$ cat config.mk
export PLATFORM = sky130hd
export DESIGN_NAME = alu_seq_responder
export DESIGN_NICKNAME = d
export VERILOG_FILES = /design/src/rtl/alu_pkg.sv /design/src/rtl/alu_iter_unit.sv /design/src/rtl/alu_seq_responder.sv
export SDC_FILE = /design/constraint.sdc
export NUM_CORES = 1
export LEC_CHECK = 0
export CAP_MARGIN = 20
export CORE_MARGIN = 1
export CORE_UTILIZATION = 35
export DETAILED_ROUTE_END_ITERATION = 8
export GPL_ROUTABILITY_DRIVEN = 0
export SYNTH_ARGS = -nofsm -noshare
export SYNTH_HDL_FRONTEND = slang
export SYNTH_SLANG_ARGS = --single-unit
$ cat constraint.sdc
create_clock -name clk -period 4.6 [get_ports clk]
set_input_delay 0.46 -clock clk [delete_from_list [all_inputs] [get_ports clk]]
set_output_delay 0.46 -clock clk [all_outputs]
set_load 0.02 [all_outputs]
$ cat src/rtl/alu_pkg.sv
// ---------------------------------------------------------------------------
// alu_pkg
// Shared definitions for the sequential ALU responder: opcode encodings,
// FSM state encoding and the iteration count of the multi-cycle datapath.
// ---------------------------------------------------------------------------
package alu_pkg;

   localparam logic [2:0] OP_ADD  = 3'b000;
   localparam logic [2:0] OP_SUB  = 3'b001;
   localparam logic [2:0] OP_AND  = 3'b010;
   localparam logic [2:0] OP_OR   = 3'b011;
   localparam logic [2:0] OP_XOR  = 3'b100;
   localparam logic [2:0] OP_MUL  = 3'b101;
   localparam logic [2:0] OP_DIV  = 3'b110;
   localparam logic [2:0] OP_NONE = 3'b111;

   typedef enum logic [1:0] {
      ST_IDLE = 2'b00,
      ST_CALC = 2'b01,
      ST_DONE = 2'b10
   } state_e;

   // Number of CALC cycles used by mul/div (one operand bit per cycle).
   localparam int unsigned ITER_COUNT = 32'd4;
   localparam logic [1:0]  ITER_LAST  = 2'(ITER_COUNT - 32'd1);

   // True for opcodes served by the iterative datapath.
   function automatic logic is_iter_op(input logic [2:0] sel);
      return (sel == OP_MUL) || (sel == OP_DIV);
   endfunction

endpackage

$ cat src/rtl/alu_iter_unit.sv
// ---------------------------------------------------------------------------
// alu_iter_unit
// Iterative 4x4 datapath: shift-add multiply (multiplier LSB first) and
// restoring divide (quotient MSB first), one bit per step.
// Ports:
//   clk, rst   : clock, synchronous active-high reset
//   start_i    : load operands (a_i, b_i) and the operation (div_i)
//   div_i      : 1 = divide a_i / b_i, 0 = multiply a_i * b_i
//   step_i     : perform one iteration
//   done_o     : high during the final step; result_o is valid then
//   result_o   : product, or {4'b0, quotient}
// ---------------------------------------------------------------------------
module alu_iter_unit
   import alu_pkg::*;
(
   input  logic       clk,
   input  logic       rst,
   input  logic       start_i,
   input  logic       div_i,
   input  logic [3:0] a_i,
   input  logic [3:0] b_i,
   input  logic       step_i,
   output logic       done_o,
   output logic [7:0] result_o
);

   // mul: acc = partial product, sh = shifted multiplicand, mq = multiplier
   // div: acc = remainder, sh[3:0] = divisor, mq = dividend shifting out
   //      while quotient bits shift in from the right
   logic       div_q, div_d;
   logic [7:0] acc_q, acc_d;
   logic [7:0] sh_q,  sh_d;
   logic [3:0] mq_q,  mq_d;
   logic [1:0] cnt_q, cnt_d;

   logic [7:0] addend_s;
   logic [4:0] trial_s;
   logic [4:0] diff_s;
   logic       fits_s;

   assign addend_s = mq_q[0] ? sh_q : 8'h00;
   assign trial_s  = {acc_q[3:0], mq_q[3]};
   assign diff_s   = trial_s - {1'b0, sh_q[3:0]};
   assign fits_s   = (trial_s >= {1'b0, sh_q[3:0]});

   // Next-state computation for load and iteration steps.
   always_comb begin
      div_d = div_q;
      acc_d = acc_q;
      sh_d  = sh_q;
      mq_d  = mq_q;
      cnt_d = cnt_q;
      if (start_i) begin
         div_d = div_i;
         acc_d = 8'h00;
         sh_d  = {4'h0, (div_i ? b_i : a_i)};
         mq_d  = div_i ? a_i : b_i;
         cnt_d = 2'd0;
      end else if (step_i) begin
         if (div_q) begin
            acc_d = {3'b000, (fits_s ? diff_s : trial_s)};
            mq_d  = {mq_q[2:0], fits_s};
         end else begin
            acc_d = acc_q + addend_s;
            sh_d  = {sh_q[6:0], 1'b0};
            mq_d  = {1'b0, mq_q[3:1]};
         end
         // Saturate: the counter never wraps into a fifth iteration.
         cnt_d = (cnt_q == ITER_LAST) ? cnt_q : (cnt_q + 2'd1);
      end else begin
         cnt_d = cnt_q;
      end
   end

   // Datapath registers.
   always_ff @(posedge clk) begin
      if (rst) begin
         div_q <= 1'b0;
         acc_q <= 8'h00;
         sh_q  <= 8'h00;
         mq_q  <= 4'h0;
         cnt_q <= 2'd0;
      end else begin
         div_q <= div_d;
         acc_q <= acc_d;
         sh_q  <= sh_d;
         mq_q  <= mq_d;
         cnt_q <= cnt_d;
      end
   end

   // The final step's outcome is presented combinationally so the caller can
   // register it on the same edge that ends CALC.
   assign done_o   = step_i && (cnt_q == ITER_LAST);
   assign result_o = div_q ? {4'h0, mq_d} : acc_d;

endmodule

$ cat src/rtl/alu_seq_responder.sv
// ---------------------------------------------------------------------------
// alu_seq_responder
// Command/response ALU on 4-bit unsigned operands. A command is captured in
// IDLE, evaluated in CALC (1 cycle, or 4 for mul/div) and held in DONE until
// the response handshake.
// Ports:
//   clk, rst                     : clock, synchronous active-high reset
//   cmd_valid/cmd_ready          : command handshake
//   cmd_a, cmd_b, cmd_sel        : operands and opcode
//   rsp_valid/rsp_ready          : response handshake
//   rsp_result                   : 8-bit result
//   rsp_carry, rsp_zero, rsp_divz: borrow, zero and divide-by-zero flags
//   busy                         : state is not IDLE
// ---------------------------------------------------------------------------
module alu_seq_responder
   import alu_pkg::*;
(
   input  logic       clk,
   input  logic       rst,
   input  logic       cmd_valid,
   output logic       cmd_ready,
   input  logic [3:0] cmd_a,
   input  logic [3:0] cmd_b,
   input  logic [2:0] cmd_sel,
   output logic       rsp_valid,
   input  logic       rsp_ready,
   output logic [7:0] rsp_result,
   output logic       rsp_carry,
   output logic       rsp_zero,
   output logic       rsp_divz,
   output logic       busy
);

   state_e     state_q;
   logic [3:0] a_q, b_q;
   logic [2:0] sel_q;
   logic       cmd_ready_q, rsp_valid_q, busy_q;
   logic [7:0] result_q;
   logic       carry_q, zero_q, divz_q;

   logic       iter_start_s, iter_step_s, iter_done_s;
   logic [7:0] iter_result_s;
   logic [8:0] sub_s;
   logic [7:0] sc_result_s;
   logic       sc_carry_s;

   assign iter_start_s = (state_q == ST_IDLE) && cmd_valid;
   assign iter_step_s  = (state_q == ST_CALC) && is_iter_op(sel_q);
   assign sub_s        = {5'b00000, a_q} - {5'b00000, b_q};

   alu_iter_unit u_iter (
      .clk      (clk),
      .rst      (rst),
      .start_i  (iter_start_s),
      .div_i    (cmd_sel == OP_DIV),
      .a_i      (cmd_a),
      .b_i      (cmd_b),
      .step_i   (iter_step_s),
      .done_o   (iter_done_s),
      .result_o (iter_result_s)
   );

   // Single-cycle operations on the captured operands.
   always_comb begin
      sc_result_s = 8'h00;
      sc_carry_s  = 1'b0;
      case (sel_q)
         OP_ADD:  sc_result_s = {3'b000, ({1'b0, a_q} + {1'b0, b_q})};
         OP_SUB:  begin
            sc_result_s = sub_s[7:0];
            sc_carry_s  = sub_s[8];
         end
         OP_AND:  sc_result_s = {4'h0, (a_q & b_q)};
         OP_OR:   sc_result_s = {4'h0, (a_q | b_q)};
         OP_XOR:  sc_result_s = {4'h0, (a_q ^ b_q)};
         default: sc_result_s = 8'h00;
      endcase
   end

   // Control FSM with registered handshake and response outputs.
   always_ff @(posedge clk) begin
      if (rst) begin
         state_q     <= ST_IDLE;
         a_q         <= 4'h0;
         b_q         <= 4'h0;
         sel_q       <= 3'b000;
         cmd_ready_q <= 1'b1;
         rsp_valid_q <= 1'b0;
         busy_q      <= 1'b0;
         result_q    <= 8'h00;
         carry_q     <= 1'b0;
         zero_q      <= 1'b0;
         divz_q      <= 1'b0;
      end else begin
         case (state_q)
            ST_IDLE: begin
               if (cmd_valid) begin
                  a_q         <= cmd_a;
                  b_q         <= cmd_b;
                  sel_q       <= cmd_sel;
                  state_q     <= ST_CALC;
                  cmd_ready_q <= 1'b0;
                  busy_q      <= 1'b1;
               end
            end
            ST_CALC: begin
               if (is_iter_op(sel_q)) begin
                  if (iter_done_s) begin
                     state_q     <= ST_DONE;
                     rsp_valid_q <= 1'b1;
                     carry_q     <= 1'b0;
                     if ((sel_q == OP_DIV) && (b_q == 4'h0)) begin
                        result_q <= 8'hFF;
                        zero_q   <= 1'b0;
                        divz_q   <= 1'b1;
                     end else begin
                        result_q <= iter_result_s;
                        zero_q   <= (iter_result_s == 8'h00);
                        divz_q   <= 1'b0;
                     end
                  end
               end else begin
                  state_q     <= ST_DONE;
                  rsp_valid_q <= 1'b1;
                  result_q    <= sc_result_s;
                  carry_q     <= sc_carry_s;
                  zero_q      <= (sc_result_s == 8'h00);
                  divz_q      <= 1'b0;
               end
            end
            ST_DONE: begin
               if (rsp_ready) begin
                  state_q     <= ST_IDLE;
                  rsp_valid_q <= 1'b0;
                  busy_q      <= 1'b0;
                  cmd_ready_q <= 1'b1;
               end
            end
            default: begin
               state_q     <= ST_IDLE;
               cmd_ready_q <= 1'b1;
               rsp_valid_q <= 1'b0;
               busy_q      <= 1'b0;
            end
         endcase
      end
   end

   assign cmd_ready  = cmd_ready_q;
   assign rsp_valid  = rsp_valid_q;
   assign busy       = busy_q;
   assign rsp_result = result_q;
   assign rsp_carry  = carry_q;
   assign rsp_zero   = zero_q;
   assign rsp_divz   = divz_q;

endmodule

# [After elaboration in Yosys (flattened, before gate mapping)]
# Index checks and enable logic that the tools add are counted.
[op_classes] addsub=5 n_lt_le_gt_ge=1 n_eq_ne=15 muxes=41 bitwise_logic=7 n_reduce_logical=20
[ops] cell="8-bit 2-to-1 mux" count=8
[ops] cell="8-bit one-hot mux with 5 select lines" count=1
[ops] cell="4-bit 2-to-1 mux" count=8
[ops] cell="8-bit logical NOT" count=2
[ops] cell="1-bit 2-to-1 mux" count=15
[ops] cell="3-bit equality test (second input constant)" count=4
[ops] cell="2-bit AND reduction" count=5
[ops] cell="1-bit one-hot mux with 3 select lines" count=3
[ops] cell="3-bit AND reduction" count=3
[ops] cell="8-bit adder" count=1
[ops] cell="2-bit 2-to-1 mux" count=4
[ops] cell="2-bit != test (second input constant)" count=4
[ops] cell="3-bit by 2-bit equality test with 1-bit output (second input constant)" count=2
[ops] cell="2-bit one-hot mux with 3 select lines" count=1
[ops] cell="4-bit by 4-bit adder with 5-bit output" count=1
[ops] cell="5-bit by 4-bit greater-or-equal comparator with 1-bit output" count=1
[ops] cell="5-bit 2-to-1 mux" count=1
[ops] cell="4-bit by 4-bit subtractor with 5-bit output" count=1
[ops] cell="5-bit by 4-bit subtractor with 5-bit output" count=1
[ops] cell="4-bit AND" count=1
[ops] cell="2-bit equality test (second input constant)" count=2
[ops] cell="1-bit logical AND" count=4
[ops] cell="4-bit logical NOT" count=1
[ops] cell="1-bit NOT" count=4
[ops] cell="other kinds (11)" count=11
[word_totals] register_bits=50 inputBits=15 out_inout_bits=14 elab_cells=106

# [Logic depth before layout (Yosys ltp)]
[depth] word_depth=10 depth_mapped=11 ltp_nobuf=11

# [Cells and area by module]
# A second synthesis with hierarchy kept.
[hier_totals] cells_unflattened=443 area_unflattened_um2=3515.9
[modules_own_cells] mod="alu_iter_unit" instances=1 cells_each=240 area_per_inst_um2=1858.0 seq_area_each_um2=460.4
[modules_own_cells] mod="alu_seq_responder" instances=1 cells_each=203 area_per_inst_um2=1657.8 seq_area_each_um2=540.5

# [Worst setup path after synthesis]
# Ideal clock, no wire load.
[synth_timing] path_type="register to register" startpoint="register u_iter.mq_q[0]" endpoint="register zero_q, in the netlist rsp_zero" setup_time_ps=127 t_arrival_ps=2358 t_required_ps=4473 setup_slack_ps=2115 stages_incl_launch_ff=12 n_path_buf=1 period_less_slack_ps=2485 cell_sequence="dfxtp_1 clkbuf_1 and2_1 ha_1 fa_1 a21oi_1 mux2i_1 o211ai_1 a22o_1 and4b_1 a21oi_1 o31ai_2"
[synth_between] elab_chain_len=10 word_cells_on_any_way=13 classes_between="add/sub: 1; mux: 11; reduce/logical: 1"
[synth_lines] item="start, declared" line="alu_iter_unit.sv:33" rtl="logic [3:0] mq_q, mq_d;"
[synth_lines] item="start signal, assigned" line="alu_iter_unit.sv:87" rtl="mq_q <= mq_d;"
[synth_lines] item="8-bit 2-to-1 mux" line="alu_iter_unit.sv:41" rtl="assign addend_s = mq_q[0] ? sh_q : 8'h00;"
[synth_lines] item="8-bit adder" line="alu_iter_unit.sv:64" rtl="acc_d = acc_q + addend_s;"
[synth_lines] item="8-bit 2-to-1 mux" line="alu_iter_unit.sv:60" rtl="if (div_q) begin"
[synth_lines] item="8-bit 2-to-1 mux" line="alu_iter_unit.sv:59" rtl="end else if (step_i) begin"
[synth_lines] item="8-bit 2-to-1 mux" line="alu_iter_unit.sv:53" rtl="if (start_i) begin"
[synth_lines] item="8-bit 2-to-1 mux *" line="alu_iter_unit.sv:95" rtl="assign result_o = div_q ? {4'h0, mq_d} : acc_d;"
[synth_lines] item="8-bit logical NOT *" line="alu_seq_responder.sv:118" rtl="zero_q <= (iter_result_s == 8'h00);"
[synth_lines] item="1-bit 2-to-1 mux *" line="alu_seq_responder.sv:112" rtl="if ((sel_q == OP_DIV) && (b_q == 4'h0)) begin"
[synth_lines] item="1-bit 2-to-1 mux *" line="alu_seq_responder.sv:108" rtl="if (iter_done_s) begin"
[synth_lines] item="1-bit 2-to-1 mux *" line="alu_seq_responder.sv:107" rtl="if (is_iter_op(sel_q)) begin"
[synth_lines] item="end signal, assigned" line="alu_seq_responder.sv:118"
[synth_lines] item="end signal, assigned" line="alu_seq_responder.sv:127" rtl="zero_q <= (sc_result_s == 8'h00);"
[synth_lines] item="end, declared" line="alu_seq_responder.sv:39" rtl="logic carry_q, zero_q, divz_q;"
# Mark *: on every way between the ends. The rest lies on a longest branch, timed or not. The select of a mux whose other input is x is not followed.
# A chain may end at the register's enable or synchronous reset.

# [Worst setup path in the final report]
[layout_timing] startpoint="register sel_q[1]" endpoint="register result_q[0], in the netlist rsp_result[0]"
[layout_between] elab_chain_len=9 word_cells_on_any_way=22 classes_between="eq/ne: 7; mux: 9; reduce/logical: 6"
[layout_lines] item="start, declared" line="alu_seq_responder.sv:36" rtl="logic [2:0] sel_q;"
[layout_lines] item="start signal, assigned" line="alu_seq_responder.sv:100" rtl="sel_q <= cmd_sel;"
[layout_lines] item="3-bit equality test (on tied branches)" line="alu_pkg.sv:29, alu_seq_responder.sv:112"
[layout_lines] item="1-bit logical OR" line="alu_pkg.sv:29" rtl="return (sel == OP_MUL) || (sel == OP_DIV);"
[layout_lines] item="1-bit logical AND" line="alu_seq_responder.sv:48" rtl="assign iter_step_s = (state_q == ST_CALC) && is_iter_op(sel_q);"
[layout_lines] item="8-bit 2-to-1 mux or 4-bit 2-to-1 mux (tied branches)" line="alu_iter_unit.sv:59"
[layout_lines] item="8-bit 2-to-1 mux or 4-bit 2-to-1 mux (tied branches)" line="alu_iter_unit.sv:53"
[layout_lines] item="8-bit 2-to-1 mux" line="alu_iter_unit.sv:95"
[layout_lines] item="8-bit 2-to-1 mux" line="alu_seq_responder.sv:112"
[layout_lines] item="8-bit 2-to-1 mux" line="alu_seq_responder.sv:108"
[layout_lines] item="8-bit 2-to-1 mux" line="alu_seq_responder.sv:107"
[layout_lines] item="end signal, assigned" line="alu_seq_responder.sv:117" rtl="result_q <= iter_result_s;"
[layout_lines] item="end signal, assigned" line="alu_seq_responder.sv:125" rtl="result_q <= sc_result_s;"
[layout_lines] item="end, declared" line="alu_seq_responder.sv:38" rtl="logic [7:0] result_q;"
# Several ways; a longest one is shown, not always the timed one. The select of a mux whose other input is x is not followed.

==> impl_metrics.ini <==
[pwr]
p_sw_mw = 0.3135
peakVddDrop_v = 0.0001378
p_per_area_nw_per_um2 = 248.6
power.internal_mw = 0.6655
p_sw_share_pct = 32.02
share_comb_of_total_power_pct = 22.9
clockPowerShare_pct = 27.8
p_leak_nw = 1.524
p_seq_share_pct = 49.3

[detailed_routing]
drtPass1Iterations = 4
wl_um = 8107
drtAntennaViolNets = 0
drc = 0
avgViaCountPerCell = 5.199
drt_iter0_drc = 116
vias = 3052
routedWlPerCell_um = 13.81

[place]
io_buffers = 28
dp.cells = 579
hpwl_um = 6184

[min_path]
hp-class = reg -> reg
min_from = rsp_carry
holdPathEnd = rsp_carry
hold_depth = 2

[clock_network]
path_clk_slew_ps = 110
cts_resized = 0
numClockSinks = 50
clk_latency_ps = 320
post-cts-setup-buffer-count = 0
tritoncts = done
numCtsBuffers = 5
holdBufCountCts = 0
cts_htree_levels = 2
clock-root-buffer = clkbuf_8
cts_max_path_buffers = 2

[sta]
min_period_ps = 2709
max_freq_ghz = 0.3691
fin_crit_sh_pct = 58.89
setup_violations = 0
final-hold-violation-count = 0
slew_headroom_pct = 37.95
skew_ps = 20.79
slew_violations = 0
tightest_slew_ps = 930.7
finalSetupTns_ps = 0
rsz0062_at_grt = false

[synth]
syn_nets = 483
ys_types = 60
synth_cells = 440
synth_edf_count = 0
yosysWarnings = 0
synth_area_um2 = 3505
yosysSeqAreaShare_pct = 28.56
synth_seq_cells = 50
syn_avg_cell_area_um2 = 7.965
synth_top_flop_cell = dfxtp_1
synth-async-reset-ratio_pct = 0

[cells_and_area]
drive_above_1_share_pct = 6.167
fin_cells = 587
fin_util_pct = 40.47
final_nets = 496
syn_to_final_growth_pct = 12.35
n_antenna_cell = 0

[worst_setup_path]
cp.arrival_ps = 2920
rr_startpoint = sel_q[1]
endpoint_kind = flop
cp.required_ps = 4810
cp_max_fo = 23
r2r_cells = 7
ff2ff_setup_slack_ps = 1890
worstSetupPathType = reg -> reg
worstReg2RegEnd = rsp_result[0]
start_kind = flop

[die]
die_area_um2 = 10420
rows = 36
core_um2 = 9729
initial_core_util_pct = 36.02
dieHeight_um = 102.1
ios = 29
die_x_um = 102.1

[job]
maxCapViolations = 0

[global_routing]
grt_pass1_wl_um = 13670
gr-total-overflow = 0
grt_pass1_vias = 2811
gr-usage-all-layers_pct = 16.60
grt_max_degree = 31
antenna_found_initial = 0

[run_status]
status = finished, final reports clean
==> worst max-delay path by stage <==
| stage | from | to | slack [ps] | cells past startpoint |
|---|---|---|---|---|
| global placement | cmd_valid | rsp_zero | 1860 | 8 |
| CTS | u_iter.mq_q[0] | rsp_zero | 1900 | 10 |
| finish | sel_q[1] | rsp_result[0] | 1890 | 7 |
| global route | u_iter.mq_q[0] | rsp_result[6] | 1610 | 10 |
| floorplan | u_iter.mq_q[0] | rsp_zero | 2110 | 11 |
| detailed placement | cmd_valid | rsp_zero | 1780 | 8 |
==> cells in the mapped netlist, types with 4 or more instances <==
cell / count / area [µm²]
a311oi_1: 5 / 43.79
nor2_1: 41 / 153.9
o21ai_0: 19 / 95.09
nand2_1: 65 / 244.0
ha_1: 24 / 300.3
nor3_1: 8 / 40.04
a31oi_1: 7 / 43.79
buf_2: 6 / 30.03
inv_1: 19 / 71.32
mux2i_1: 18 / 180.2
o21a_1: 4 / 30.03
clkbuf_1: 13 / 48.80
and2_1: 8 / 50.05
fa_1: 4 / 80.08
mux2_2: 5 / 56.30
buf_6: 4 / 45.04
dfxtp_1: 50 / 1001
a211oi_1: 5 / 37.54
a21oi_1: 49 / 245.2
a21o_1: 6 / 45.04
xor2_1: 7 / 61.31
nand2b_1: 11 / 68.82
==> metrics by stage <==
step / setup slack, ps / instance area [µm²] / total power, mW / hold WS (ps)
after global routing: 1613 / 3938 / 1.037 / 489.2
final: 1891 / 3938 / 0.9790 / 462.1
after floorplan: 2115 / 3505 / 0.6523 / 436.6
after global placement: 1862 / 3842 / 0.7124 / 448.6
after detailed placement: 1779 / 3842 / 0.7172 / 453.2
after CTS: 1901 / 3938 / 0.9878 / 468.9
==> layer usage <==
metal,up-vias,part of all wire (%),track usage (%)
met1,1426,48,21.40
met5,-,0,0
met4,0,0.96,4.066
met2,39,48,28.76
met3,5,3.1,2.804
li1,1582,-,-
==> worst max-delay path: stages, from the launching register on <==
cell and delay (ps):
dfxtp_1 810, xor2_4 220, nand3_4 280, nor4b_1 560
nor4_1 180, and2_1 200, o31ai_1 260, a21oi_1 100
==> state kept, by name (all words and copies together), names as in the netlist <==
signal	cells
rsp_result	8
u_iter.acc_q	8
u_iter.sh_q	8
a_q	4
b_q	4
u_iter.mq_q	4
sel_q	3
state_q	2
u_iter.cnt_q	2
busy	1
cmd_ready	1
rsp_carry	1
rsp_divz	1
rsp_valid	1
rsp_zero	1
u_iter.div_q	1
==> power groups by stage <==
stage	Sequential [mW]	Clock [mW]	Combinational (mW)
after floorplan	0.486	0	0.167
after global placement	0.493	0	0.220
after detailed placement	0.493	0	0.224
after CTS	0.483	0.280	0.225
after global routing	0.488	0.297	0.252
final	0.483	0.272	0.224
==> layout by cell type (no fill, tap or decap), types with 4 or more instances in the layout <==
master           netlist  routed
nand2_1               65      65
and2_1                 8       8
dfxtp_1               50      50
clkdlybuf4s50_1        0      28
a311oi_1               5       5
ha_1                  24      24
a21o_1                 6       6
clkbuf_8               0       5
o21a_1                 4       4
nor2_1                41      41
o21ai_0               19      19
a31oi_1                7       7
mux2_2                 5       5
fa_1                   4       4
nand2b_1              11      11
inv_1                 19      19
a211oi_1               5       5
mux2i_1               18      18
nor3_1                 8       8
xor2_1                 7       7
a21oi_1               49      49
==> logic make-up after synthesis <==
| kind of cell | count (synthesis) | share of synthesized area (%) |
|---|---|---|
| fa+ha+maj | 28 | 10.85 |
| simple gates | 160 | 21.85 |
| xor+xnor | 11 | 3.285 |
| buf+inv | 44 | 5.784 |
| flops | 50 | 28.56 |
| mux | 23 | 6.747 |
| compound gates | 124 | 22.92 |
==> area by class of cell <==
type / instances / area (µm²)
clock buffers: 5 / 68.82
clock inverters: 3 / 26.28
fillers: 1029 / 5792
inverters: 19 / 71.32
multi-input cells: 346 / 2301
flip-flops and latches: 50 / 1001
well taps: 133 / 166.4
repair buffers: 31 / 302.8
Note: power is estimated with default switching activity, not from simulation.
